==> config.mk <==
export PLATFORM = sky130hd
export DESIGN_NAME = dc_dw_weight_update_flat
export DESIGN_NICKNAME = d
export VERILOG_FILES = /design/src/rtl/weight_update_pkg.sv /design/src/rtl/dc_dw_weight_update_if.sv /design/src/rtl/dc_dw_weight_update_weight_row_alu.sv /design/src/rtl/dc_dw_weight_update.sv /design/src/flat_wrapper.sv
export SDC_FILE = /design/constraint.sdc
export NUM_CORES = 1
export LEC_CHECK = 0
export CORE_UTILIZATION = 40
export CTS_BUF_LIST = sky130_fd_sc_hd__clkbuf_4
export DETAILED_ROUTE_END_ITERATION = 16
export GPL_TIMING_DRIVEN = 0
export SYNTH_ARGS = -nofsm -noshare
export SYNTH_HDL_FRONTEND = slang
export SYNTH_SLANG_ARGS = --single-unit
==> constraint.sdc <==
create_clock -name clk -period 12.2 [get_ports clk]
set_clock_uncertainty 0.1 [all_clocks]
set_input_delay 1.22 -clock clk [delete_from_list [all_inputs] [get_ports clk]]
set_output_delay 1.22 -clock clk [all_outputs]
set_load 0.1 [all_outputs]
==> src/rtl/weight_update_pkg.sv <==
// weight_update_pkg
// Shared configuration, types and saturating arithmetic helpers for the
// dc_dw weight-update block.
//   DATA_SIZE      : width of one signed fixed-point element
//   SIZE           : lanes per row and rows per layer matrix
//   MAX_LAYER_SIZE : number of layers held in the stores
//   LR_SHIFT       : arithmetic right shift applied to gradients
//   CLIP_LIMIT     : incoming-lane bound, used only with DC_DW_GRAD_CLIP_EN
package weight_update_pkg;

    localparam int DATA_SIZE      = 8;
    localparam int SIZE           = 3;
    localparam int MAX_LAYER_SIZE = 4;
    localparam int LR_SHIFT       = 3;
    localparam int CLIP_LIMIT     = 32;

    localparam int IDX_W    = 33;
    localparam int LAYER_W  = $clog2(MAX_LAYER_SIZE);
    localparam int ROW_W    = $clog2(SIZE);
    localparam int ROW_BITS = DATA_SIZE * SIZE;

    typedef enum logic [1:0] {
        ST_IDLE  = 2'd0,
        ST_APPLY = 2'd1,
        ST_READ  = 2'd2
    } state_t;

    typedef logic signed [DATA_SIZE-1:0] row_t [SIZE];

    // One guard bit catches overflow: sign and guard disagree only on overflow.
    function automatic logic signed [DATA_SIZE-1:0] sat_add(
        input logic signed [DATA_SIZE-1:0] a,
        input logic signed [DATA_SIZE-1:0] b
    );
        logic [DATA_SIZE:0] sum;
        sum = {a[DATA_SIZE-1], a} + {b[DATA_SIZE-1], b};
        if (sum[DATA_SIZE] != sum[DATA_SIZE-1]) begin
            sat_add = sum[DATA_SIZE] ? {1'b1, {(DATA_SIZE-1){1'b0}}}
                                     : {1'b0, {(DATA_SIZE-1){1'b1}}};
        end else begin
            sat_add = sum[DATA_SIZE-1:0];
        end
    endfunction

    function automatic logic signed [DATA_SIZE-1:0] sat_sub(
        input logic signed [DATA_SIZE-1:0] a,
        input logic signed [DATA_SIZE-1:0] b
    );
        logic [DATA_SIZE:0] diff;
        diff = {a[DATA_SIZE-1], a} - {b[DATA_SIZE-1], b};
        if (diff[DATA_SIZE] != diff[DATA_SIZE-1]) begin
            sat_sub = diff[DATA_SIZE] ? {1'b1, {(DATA_SIZE-1){1'b0}}}
                                      : {1'b0, {(DATA_SIZE-1){1'b1}}};
        end else begin
            sat_sub = diff[DATA_SIZE-1:0];
        end
    endfunction

    // Bound an incoming gradient lane to [-CLIP_LIMIT, CLIP_LIMIT].
    function automatic logic signed [DATA_SIZE-1:0] clip_lane(
        input logic signed [DATA_SIZE-1:0] x
    );
        logic signed [DATA_SIZE-1:0] hi;
        logic signed [DATA_SIZE-1:0] lo;
        hi = DATA_SIZE'(CLIP_LIMIT);
        lo = -hi;
        if (x > hi) begin
            clip_lane = hi;
        end else if (x < lo) begin
            clip_lane = lo;
        end else begin
            clip_lane = x;
        end
    endfunction

    // Lane g occupies bits [(SIZE-g)*DATA_SIZE-1 -: DATA_SIZE], lane 0 at the top.
    function automatic logic [ROW_BITS-1:0] pack_row(input row_t row);
        pack_row = '0;
        for (int g = 0; g < SIZE; g++) begin
            pack_row[(SIZE-g)*DATA_SIZE-1 -: DATA_SIZE] = row[g];
        end
    endfunction

endpackage

==> src/rtl/dc_dw_weight_update_if.sv <==
// dc_dw_weight_update_if
// Bundles the gradient stream, control pulses and weight readout of the
// weight-update block.
//   master : producer side (drives gradient rows, commit, weight_read)
//   slave  : weight-update block
interface dc_dw_weight_update_if;
    import weight_update_pkg::*;

    logic [ROW_BITS-1:0] dc_dw_stream;
    logic                dc_dw_valid;
    logic [IDX_W-1:0]    dc_dw_layer_index;
    logic                commit;
    logic                weight_read;
    logic [IDX_W-1:0]    weight_read_layer;
    logic [ROW_BITS-1:0] weight_stream;
    logic                weight_valid;
    logic                busy;
    logic                drop_err;

    modport master (
        output dc_dw_stream, dc_dw_valid, dc_dw_layer_index,
               commit, weight_read, weight_read_layer,
        input  weight_stream, weight_valid, busy, drop_err
    );

    modport slave (
        input  dc_dw_stream, dc_dw_valid, dc_dw_layer_index,
               commit, weight_read, weight_read_layer,
        output weight_stream, weight_valid, busy, drop_err
    );

endinterface

==> src/rtl/dc_dw_weight_update_weight_row_alu.sv <==
// weight_row_alu
// Combinational descent step for one row: w_out = sat(w_in - (grad >>> LR_SHIFT)).
//   weight_in  : current weight row
//   grad_in    : accumulated gradient row
//   weight_out : updated weight row
module weight_row_alu
    import weight_update_pkg::*;
(
    input  row_t weight_in,
    input  row_t grad_in,
    output row_t weight_out
);

    // Per-lane learning-rate scaling followed by a saturating subtract
    always_comb begin
        weight_out = '{default: '0};
        for (int g = 0; g < SIZE; g++) begin
            weight_out[g] = sat_sub(weight_in[g], grad_in[g] >>> LR_SHIFT);
        end
    end

endmodule

==> src/rtl/dc_dw_weight_update.sv <==
// dc_dw_weight_update
// Accumulates per-layer gradient rows, applies gradient descent to an internal
// weight store on commit, and streams a selected layer's weights on request.
// Optional macro DC_DW_GRAD_CLIP_EN clamps each incoming lane to
// [-CLIP_LIMIT, CLIP_LIMIT] before accumulation.
//   clk   : clock
//   reset : synchronous active-high reset
//   bus   : slave side of dc_dw_weight_update_if (gradient rows, commit,
//           weight_read in; weight_stream, weight_valid, busy, drop_err out)
module dc_dw_weight_update
    import weight_update_pkg::*;
(
    input logic                  clk,
    input logic                  reset,
    dc_dw_weight_update_if.slave bus
);

    state_t              state_r;
    state_t              next_state_s;
    logic [ROW_W-1:0]    row_cnt_r;
    logic [LAYER_W-1:0]  apply_layer_r;
    logic [ROW_W-1:0]    apply_row_r;
    logic [ROW_W-1:0]    read_cnt_r;
    logic [LAYER_W-1:0]  read_layer_r;
    logic [ROW_BITS-1:0] weight_stream_r;
    logic                weight_valid_r;
    logic                busy_r;
    logic                drop_err_r;

    row_t grad_r   [MAX_LAYER_SIZE][SIZE];
    row_t weight_r [MAX_LAYER_SIZE][SIZE];

    row_t lane_in_s;
    row_t alu_weight_s;
    row_t alu_grad_s;
    row_t alu_out_s;

    logic               row_layer_ok_s;
    logic               read_layer_ok_s;
    logic [LAYER_W-1:0] row_layer_s;
    logic               row_advance_s;
    logic               accept_row_s;
    logic               start_apply_s;
    logic               start_read_s;
    logic               drop_s;
    logic               apply_last_s;

    assign row_layer_ok_s  = bus.dc_dw_layer_index < IDX_W'(MAX_LAYER_SIZE);
    assign read_layer_ok_s = bus.weight_read_layer < IDX_W'(MAX_LAYER_SIZE);
    assign row_layer_s     = bus.dc_dw_layer_index[LAYER_W-1:0];
    // Row counter advances on every row seen in IDLE, including dropped ones.
    assign row_advance_s   = (state_r == ST_IDLE) && bus.dc_dw_valid;
    assign apply_last_s    = (apply_layer_r == LAYER_W'(MAX_LAYER_SIZE - 1)) &&
                             (apply_row_r == ROW_W'(SIZE - 1));

    // Unpack the incoming row and optionally clip each lane
    always_comb begin
        lane_in_s = '{default: '0};
        for (int g = 0; g < SIZE; g++) begin
`ifdef DC_DW_GRAD_CLIP_EN
            lane_in_s[g] = clip_lane(bus.dc_dw_stream[(SIZE-g)*DATA_SIZE-1 -: DATA_SIZE]);
`else
            lane_in_s[g] = bus.dc_dw_stream[(SIZE-g)*DATA_SIZE-1 -: DATA_SIZE];
`endif
        end
    end

    // Select the (layer,row) being updated this APPLY cycle
    always_comb begin
        alu_weight_s = weight_r[apply_layer_r][apply_row_r];
        alu_grad_s   = grad_r[apply_layer_r][apply_row_r];
    end

    weight_row_alu u_alu (
        .weight_in  (alu_weight_s),
        .grad_in    (alu_grad_s),
        .weight_out (alu_out_s)
    );

    // Next-state and request arbitration; commit beats a same-cycle weight_read
    always_comb begin
        next_state_s  = state_r;
        accept_row_s  = 1'b0;
        start_apply_s = 1'b0;
        start_read_s  = 1'b0;
        drop_s        = 1'b0;
        case (state_r)
            ST_IDLE: begin
                accept_row_s = bus.dc_dw_valid && row_layer_ok_s;
                if (bus.commit) begin
                    next_state_s  = ST_APPLY;
                    start_apply_s = 1'b1;
                    drop_s        = (bus.dc_dw_valid && !row_layer_ok_s) || bus.weight_read;
                end else if (bus.weight_read) begin
                    drop_s = (bus.dc_dw_valid && !row_layer_ok_s) || !read_layer_ok_s;
                    if (read_layer_ok_s) begin
                        next_state_s = ST_READ;
                        start_read_s = 1'b1;
                    end else begin
                        next_state_s = ST_IDLE;
                    end
                end else begin
                    drop_s = bus.dc_dw_valid && !row_layer_ok_s;
                end
            end
            ST_APPLY: begin
                drop_s = bus.dc_dw_valid || bus.commit || bus.weight_read;
                if (apply_last_s) begin
                    next_state_s = ST_IDLE;
                end else begin
                    next_state_s = ST_APPLY;
                end
            end
            ST_READ: begin
                drop_s = bus.dc_dw_valid || bus.commit || bus.weight_read;
                if (read_cnt_r == ROW_W'(SIZE - 1)) begin
                    next_state_s = ST_IDLE;
                end else begin
                    next_state_s = ST_READ;
                end
            end
            default: begin
                next_state_s = ST_IDLE;
            end
        endcase
    end

    // State, counters, sticky error and registered outputs
    always_ff @(posedge clk) begin
        if (reset) begin
            state_r         <= ST_IDLE;
            row_cnt_r       <= '0;
            apply_layer_r   <= '0;
            apply_row_r     <= '0;
            read_cnt_r      <= '0;
            read_layer_r    <= '0;
            weight_stream_r <= '0;
            weight_valid_r  <= 1'b0;
            busy_r          <= 1'b0;
            drop_err_r      <= 1'b0;
        end else begin
            state_r <= next_state_s;
            busy_r  <= (next_state_s != ST_IDLE);
            if (drop_s) begin
                drop_err_r <= 1'b1;
            end

            if (start_apply_s) begin
                row_cnt_r <= '0;
            end else if (row_advance_s) begin
                row_cnt_r <= (row_cnt_r == ROW_W'(SIZE - 1)) ? '0 : row_cnt_r + 1'b1;
            end

            // apply_layer/apply_row together form the APPLY cycle counter
            if (state_r == ST_APPLY) begin
                if (apply_row_r == ROW_W'(SIZE - 1)) begin
                    apply_row_r   <= '0;
                    apply_layer_r <= (apply_layer_r == LAYER_W'(MAX_LAYER_SIZE - 1)) ?
                                     '0 : apply_layer_r + 1'b1;
                end else begin
                    apply_row_r <= apply_row_r + 1'b1;
                end
            end else begin
                apply_row_r   <= '0;
                apply_layer_r <= '0;
            end

            if (start_read_s) begin
                read_layer_r <= bus.weight_read_layer[LAYER_W-1:0];
            end
            if (state_r == ST_READ) begin
                read_cnt_r      <= read_cnt_r + 1'b1;
                weight_valid_r  <= 1'b1;
                weight_stream_r <= pack_row(weight_r[read_layer_r][read_cnt_r]);
            end else begin
                read_cnt_r      <= '0;
                weight_valid_r  <= 1'b0;
                weight_stream_r <= '0;
            end
        end
    end

    // Gradient accumulation in IDLE and per-row weight update in APPLY
    always_ff @(posedge clk) begin
        if (reset) begin
            for (int l = 0; l < MAX_LAYER_SIZE; l++) begin
                for (int r = 0; r < SIZE; r++) begin
                    grad_r[l][r]   <= '{default: '0};
                    weight_r[l][r] <= '{default: '0};
                end
            end
        end else begin
            if (accept_row_s) begin
                for (int g = 0; g < SIZE; g++) begin
                    grad_r[row_layer_s][row_cnt_r][g] <=
                        sat_add(grad_r[row_layer_s][row_cnt_r][g], lane_in_s[g]);
                end
            end
            if (state_r == ST_APPLY) begin
                weight_r[apply_layer_r][apply_row_r] <= alu_out_s;
                grad_r[apply_layer_r][apply_row_r]   <= '{default: '0};
            end
        end
    end

    assign bus.weight_stream = weight_stream_r;
    assign bus.weight_valid  = weight_valid_r;
    assign bus.busy          = busy_r;
    assign bus.drop_err      = drop_err_r;

endmodule

==> src/flat_wrapper.sv <==
// flat-port wrapper written by rule: the top's interface ports become plain ports
module dc_dw_weight_update_flat import weight_update_pkg::*;
  (clk, reset, bus_dc_dw_stream, bus_dc_dw_valid, bus_dc_dw_layer_index, bus_commit, bus_weight_read, bus_weight_read_layer, bus_weight_stream, bus_weight_valid, bus_busy, bus_drop_err);
  dc_dw_weight_update_if bus_i ();
  input logic clk;
  input logic reset;
  input wire logic [$bits(bus_i.dc_dw_stream)-1:0] bus_dc_dw_stream;
  input wire logic [$bits(bus_i.dc_dw_valid)-1:0] bus_dc_dw_valid;
  input wire logic [$bits(bus_i.dc_dw_layer_index)-1:0] bus_dc_dw_layer_index;
  input wire logic [$bits(bus_i.commit)-1:0] bus_commit;
  input wire logic [$bits(bus_i.weight_read)-1:0] bus_weight_read;
  input wire logic [$bits(bus_i.weight_read_layer)-1:0] bus_weight_read_layer;
  output wire logic [$bits(bus_i.weight_stream)-1:0] bus_weight_stream;
  output wire logic [$bits(bus_i.weight_valid)-1:0] bus_weight_valid;
  output wire logic [$bits(bus_i.busy)-1:0] bus_busy;
  output wire logic [$bits(bus_i.drop_err)-1:0] bus_drop_err;
  assign bus_i.dc_dw_stream = bus_dc_dw_stream;
  assign bus_i.dc_dw_valid = bus_dc_dw_valid;
  assign bus_i.dc_dw_layer_index = bus_dc_dw_layer_index;
  assign bus_i.commit = bus_commit;
  assign bus_i.weight_read = bus_weight_read;
  assign bus_i.weight_read_layer = bus_weight_read_layer;
  assign bus_weight_stream = bus_i.weight_stream;
  assign bus_weight_valid = bus_i.weight_valid;
  assign bus_busy = bus_i.busy;
  assign bus_drop_err = bus_i.drop_err;
  dc_dw_weight_update u_core (.clk(clk), .reset(reset), .bus(bus_i));
endmodule
==> reports/metrics.csv <==
stage,metric,value,unit
worst_setup_path,crit_chain,"clkdlybuf4s50_1, buf_1, buf_1, mux4_2, inv_1, o22ai_1, ha_1, fa_1, a21o_1, a211o_1, a21oi_1, nand2b_1, a21o_1, ha_1, clkbuf_1, inv_1, nor2_1, a22oi_1, nand2_1, a21oi_1, nor2_1, a211oi_1",
global_route,grt_max_degree,25,
worst_setup_path,worst-r2r-cell-count,11,
sta,max_freq,136.6,MHz
detailed_routing,met2_wirelength,55200,um
placement,place_area,35830,sq um
yosys,synth_edf_count,576,
pwr,power,5642,uW
global_route,antenna_found_initial,3,
pwr,switching_share,32.00,%
clocking,clk_latency,1.04,ns
pwr,p_int,3837,uW
worst_setup_path,crit_arrival,8.07,ns
worst_hold_path,hp-class,reg -> reg,
pwr,ir_worst_vdd,0.00007516,V
floorplanning,dieArea,84090,sq um
yosys,syn_area_per_cell,13.03,sq um
worst_setup_path,cp-start-kind,input pin,
placement,numPortBuffers,121,
placement,place_congestion,0.9473,
cells_and_area,final_common_cell,edfxtp_1,
pwr,pwr-share-clk,34.4,%
detailed_routing,wl_met1,41730,um
cells_and_area,layout_common_cells,"edfxtp_1 (576), nor2_1 (512), mux4_2 (261), clkbuf_4 (252), nor3_1 (155)",
clocking,post-cts-setup-buffer-count,0,
floorplanning,start_util,40.40,%
detailed_routing,drt-pass1-iter-count,6,
worst_setup_path,worst_setup_path_end_kind,flop,
placement,dp_hpwl,79430,um
sta,tightest_slew,1.444,ns
worst_setup_path,cp_top_family,buffers and inverters,
detailed_routing,ant_nets,0,
cells_and_area,final_util,46.30,%
worst_hold_path,worstHoldStart,u_core.bus.drop_err,
worst_hold_path,whs_path_depth,2,
clocking,postCtsHoldBufs,0,
detailed_routing,via_per_inst,6.098,
sta,slew_violations,0,
worst_setup_path,cp.required,12.95,ns
sta,rsz0062_at_grt,false,
pwr,static-leakage-power,0.01360,uW
clocking,cts_max_level,4,
worst_hold_path,hold-path-endpoint,u_core.bus.drop_err,
yosys,synth-async-reset-ratio,0,%
sta,relSlewSlack,3.527,%
floorplanning,ios,122,
detailed_routing,routedWlPerCell,28.25,um
floorplanning,fp-row-count,105,
worst_setup_path,timing.critical_path.buf_inv,6,
floorplanning,coreArea,82110,sq um
pwr,pwr-share-seq,43.3,%
sta,hold_violations,0,
status,status,"complete, no violations",
worst_setup_path,ff2ff_setup_slack,5.80,ns
floorplanning,fp.dieH,290.0,um
detailed_routing,routed_wl,113800,um
detailed_routing,top_layer_used,met5,
cells_and_area,final_layout_size_suffix_gt1_share,21.65,%
job,maxCapViolCount,0,
clocking,clockBufferDepth,3,
yosys,synth-seq-cells,619,
pwr,p_comb_share,22.3,%
clocking,root_buffer,clkbuf_4,
detailed_routing,met3WireLength,11850,um
clocking,cts.clk_slew.worst_paths,0.07,ns
global_route,grt_remaining_overflow,0,
pwr,p_switching,1805,uW
clocking,cts_sinks,619,
sta,setup-tns-final,0,ns
placement,dp_cells,3739,
worst_setup_path,r2r-start,u_core.apply_row_r[1],
sta,fin_crit,7.320,ns
detailed_routing,drt_iter0_drc,2810,
cells_and_area,layout.cells.non_filler,4028,
yosys,yosysUniqueCellTypes,87,
global_route,grt_pass1_wl,163900,um
yosys,synth_nets,2708,
cells_and_area,nets,3001,
worst_setup_path,slowest_stage,buf_1,
yosys,synth_ff_type,edfxtp_1,
worst_setup_path,crit_fanout,10,
global_route,track_usage,26.96,%
cells_and_area,area_delta_synth_final,14.60,%
detailed_routing,via_count,24560,
global_route,grt_pass1_vias,25300,
detailed_routing,drc,0,
clocking,cts_resized,0,
pwr,p_per_area,148.4,nW/um^2
clocking,cts_tree,done,
floorplanning,die_w,290.0,um
cells_and_area,post-route-cell-area,38010,sq um
yosys,yosys_warnings,0,
yosys,synth_area,33170,sq um
sta,finalCritPeriodShare,60.00,%
worst_setup_path,critical_path_class,in -> reg,
yosys,ys_seq_area_share,54.74,%
worst_setup_path,slowest_delay,0.93,ns
sta,setup_violations,0,
worst_setup_path,timing.rr.end,u_core.grad_r[3][45],
yosys,syn-instance-count,2545,
clocking,numCtsBuffers,167,
==> state kept, by name, summed over array words and instances (netlist names), named ones only <==
signal,count
u_core.bus.busy,1
u_core.bus.weight_stream,24
u_core.read_cnt_r,2
u_core.bus.weight_valid,1
u_core.apply_row_r,2
u_core.apply_layer_r,2
u_core.row_cnt_r,2
u_core.state_r,2
u_core.bus.drop_err,1
u_core.read_layer_r,2
u_core.weight_r,288
u_core.grad_r,288
==> metrics by stage <==
stage / hold slack [ns] / worst slack, ns
CTS: 0.3920 / 5.014
finish: 0.3896 / 4.880
global placement: 0.3640 / 4.078
detailed placement: 0.3782 / 3.941
floorplan: 0.3635 / 6.232
global route: 0.4150 / 4.615
==> cells in the mapped netlist, types with 46 or more instances <==
cell	instances	area, sq um
mux4_2	261	5878
nand2_1	115	431.7
inv_1	46	172.7
clkbuf_1	131	491.7
nor3_1	155	775.7
ha_1	62	775.7
mux2i_1	89	890.9
a21oi_1	90	450.4
nor2_1	512	1922
buf_2	50	250.2
o21ai_0	55	275.3
edfxtp_1	576	17300
==> layer usage <==
layer  vias up  global-route usage (%)
met2      1486                   44.60
met3       281                   7.437
met5         -                       0
met1     12360                   32.56
met4         2                   13.01
li1      10440                       -
==> tightest hold or removal path: cells and delay by family, from the launching register on <==
kind / cells / cell delay (ns)
flip-flops: 1 / 0.34
AND/OR/NAND/NOR: 2 / 0.12
==> layout make-up <==
| cell class | count | area [sq um] |
|---|---|---|
| antenna | 2 | 5.005 |
| buffer | 207 | 865.8 |
| clock buffer | 252 | 1892 |
| clock inverter | 35 | 281.5 |
| fill | 7424 | 44100 |
| inverter | 49 | 183.9 |
| multi-input combinational | 1670 | 14000 |
| sequential | 619 | 18160 |
| tap | 1070 | 1339 |
| timing repair buffer | 124 | 1294 |
==> how the worst max path moves through the flow <==
stage | from | endpoint | slack [ns] | cells past startpoint
after global routing | bus_dc_dw_layer_index[0] | u_core.grad_r[2][52] | 4.62 | 22
after detailed placement | bus_dc_dw_layer_index[0] | u_core.grad_r[2][28] | 3.94 | 22
after floorplan | bus_dc_dw_layer_index[0] | u_core.grad_r[2][50] | 6.23 | 19
after CTS | bus_dc_dw_layer_index[0] | u_core.grad_r[2][28] | 5.01 | 22
after global placement | bus_dc_dw_layer_index[0] | u_core.grad_r[2][28] | 4.08 | 22
final | bus_dc_dw_layer_index[0] | u_core.grad_r[2][28] | 4.88 | 22
==> power groups by stage <==
stage | clock [uW] | combinational, uW | sequential (uW)
3_5_place_dp | 0 | 1230 | 2490
5_1_grt | 2060 | 1330 | 2450
2_1_floorplan | 0 | 797 | 2480
3_3_place_gp | 0 | 1200 | 2480
4_1_cts | 1950 | 1230 | 2440
6_report | 1940 | 1260 | 2450
==> cell families after synthesis <==
kind of cell	synth area share [%]
simple gates	11.85
buf+inv	3.153
compound gates	6.242
fa+ha+maj	2.791
xor+xnor	0.7883
flops	54.74
mux	20.44
Note: power is estimated with default switching activity, not from simulation.
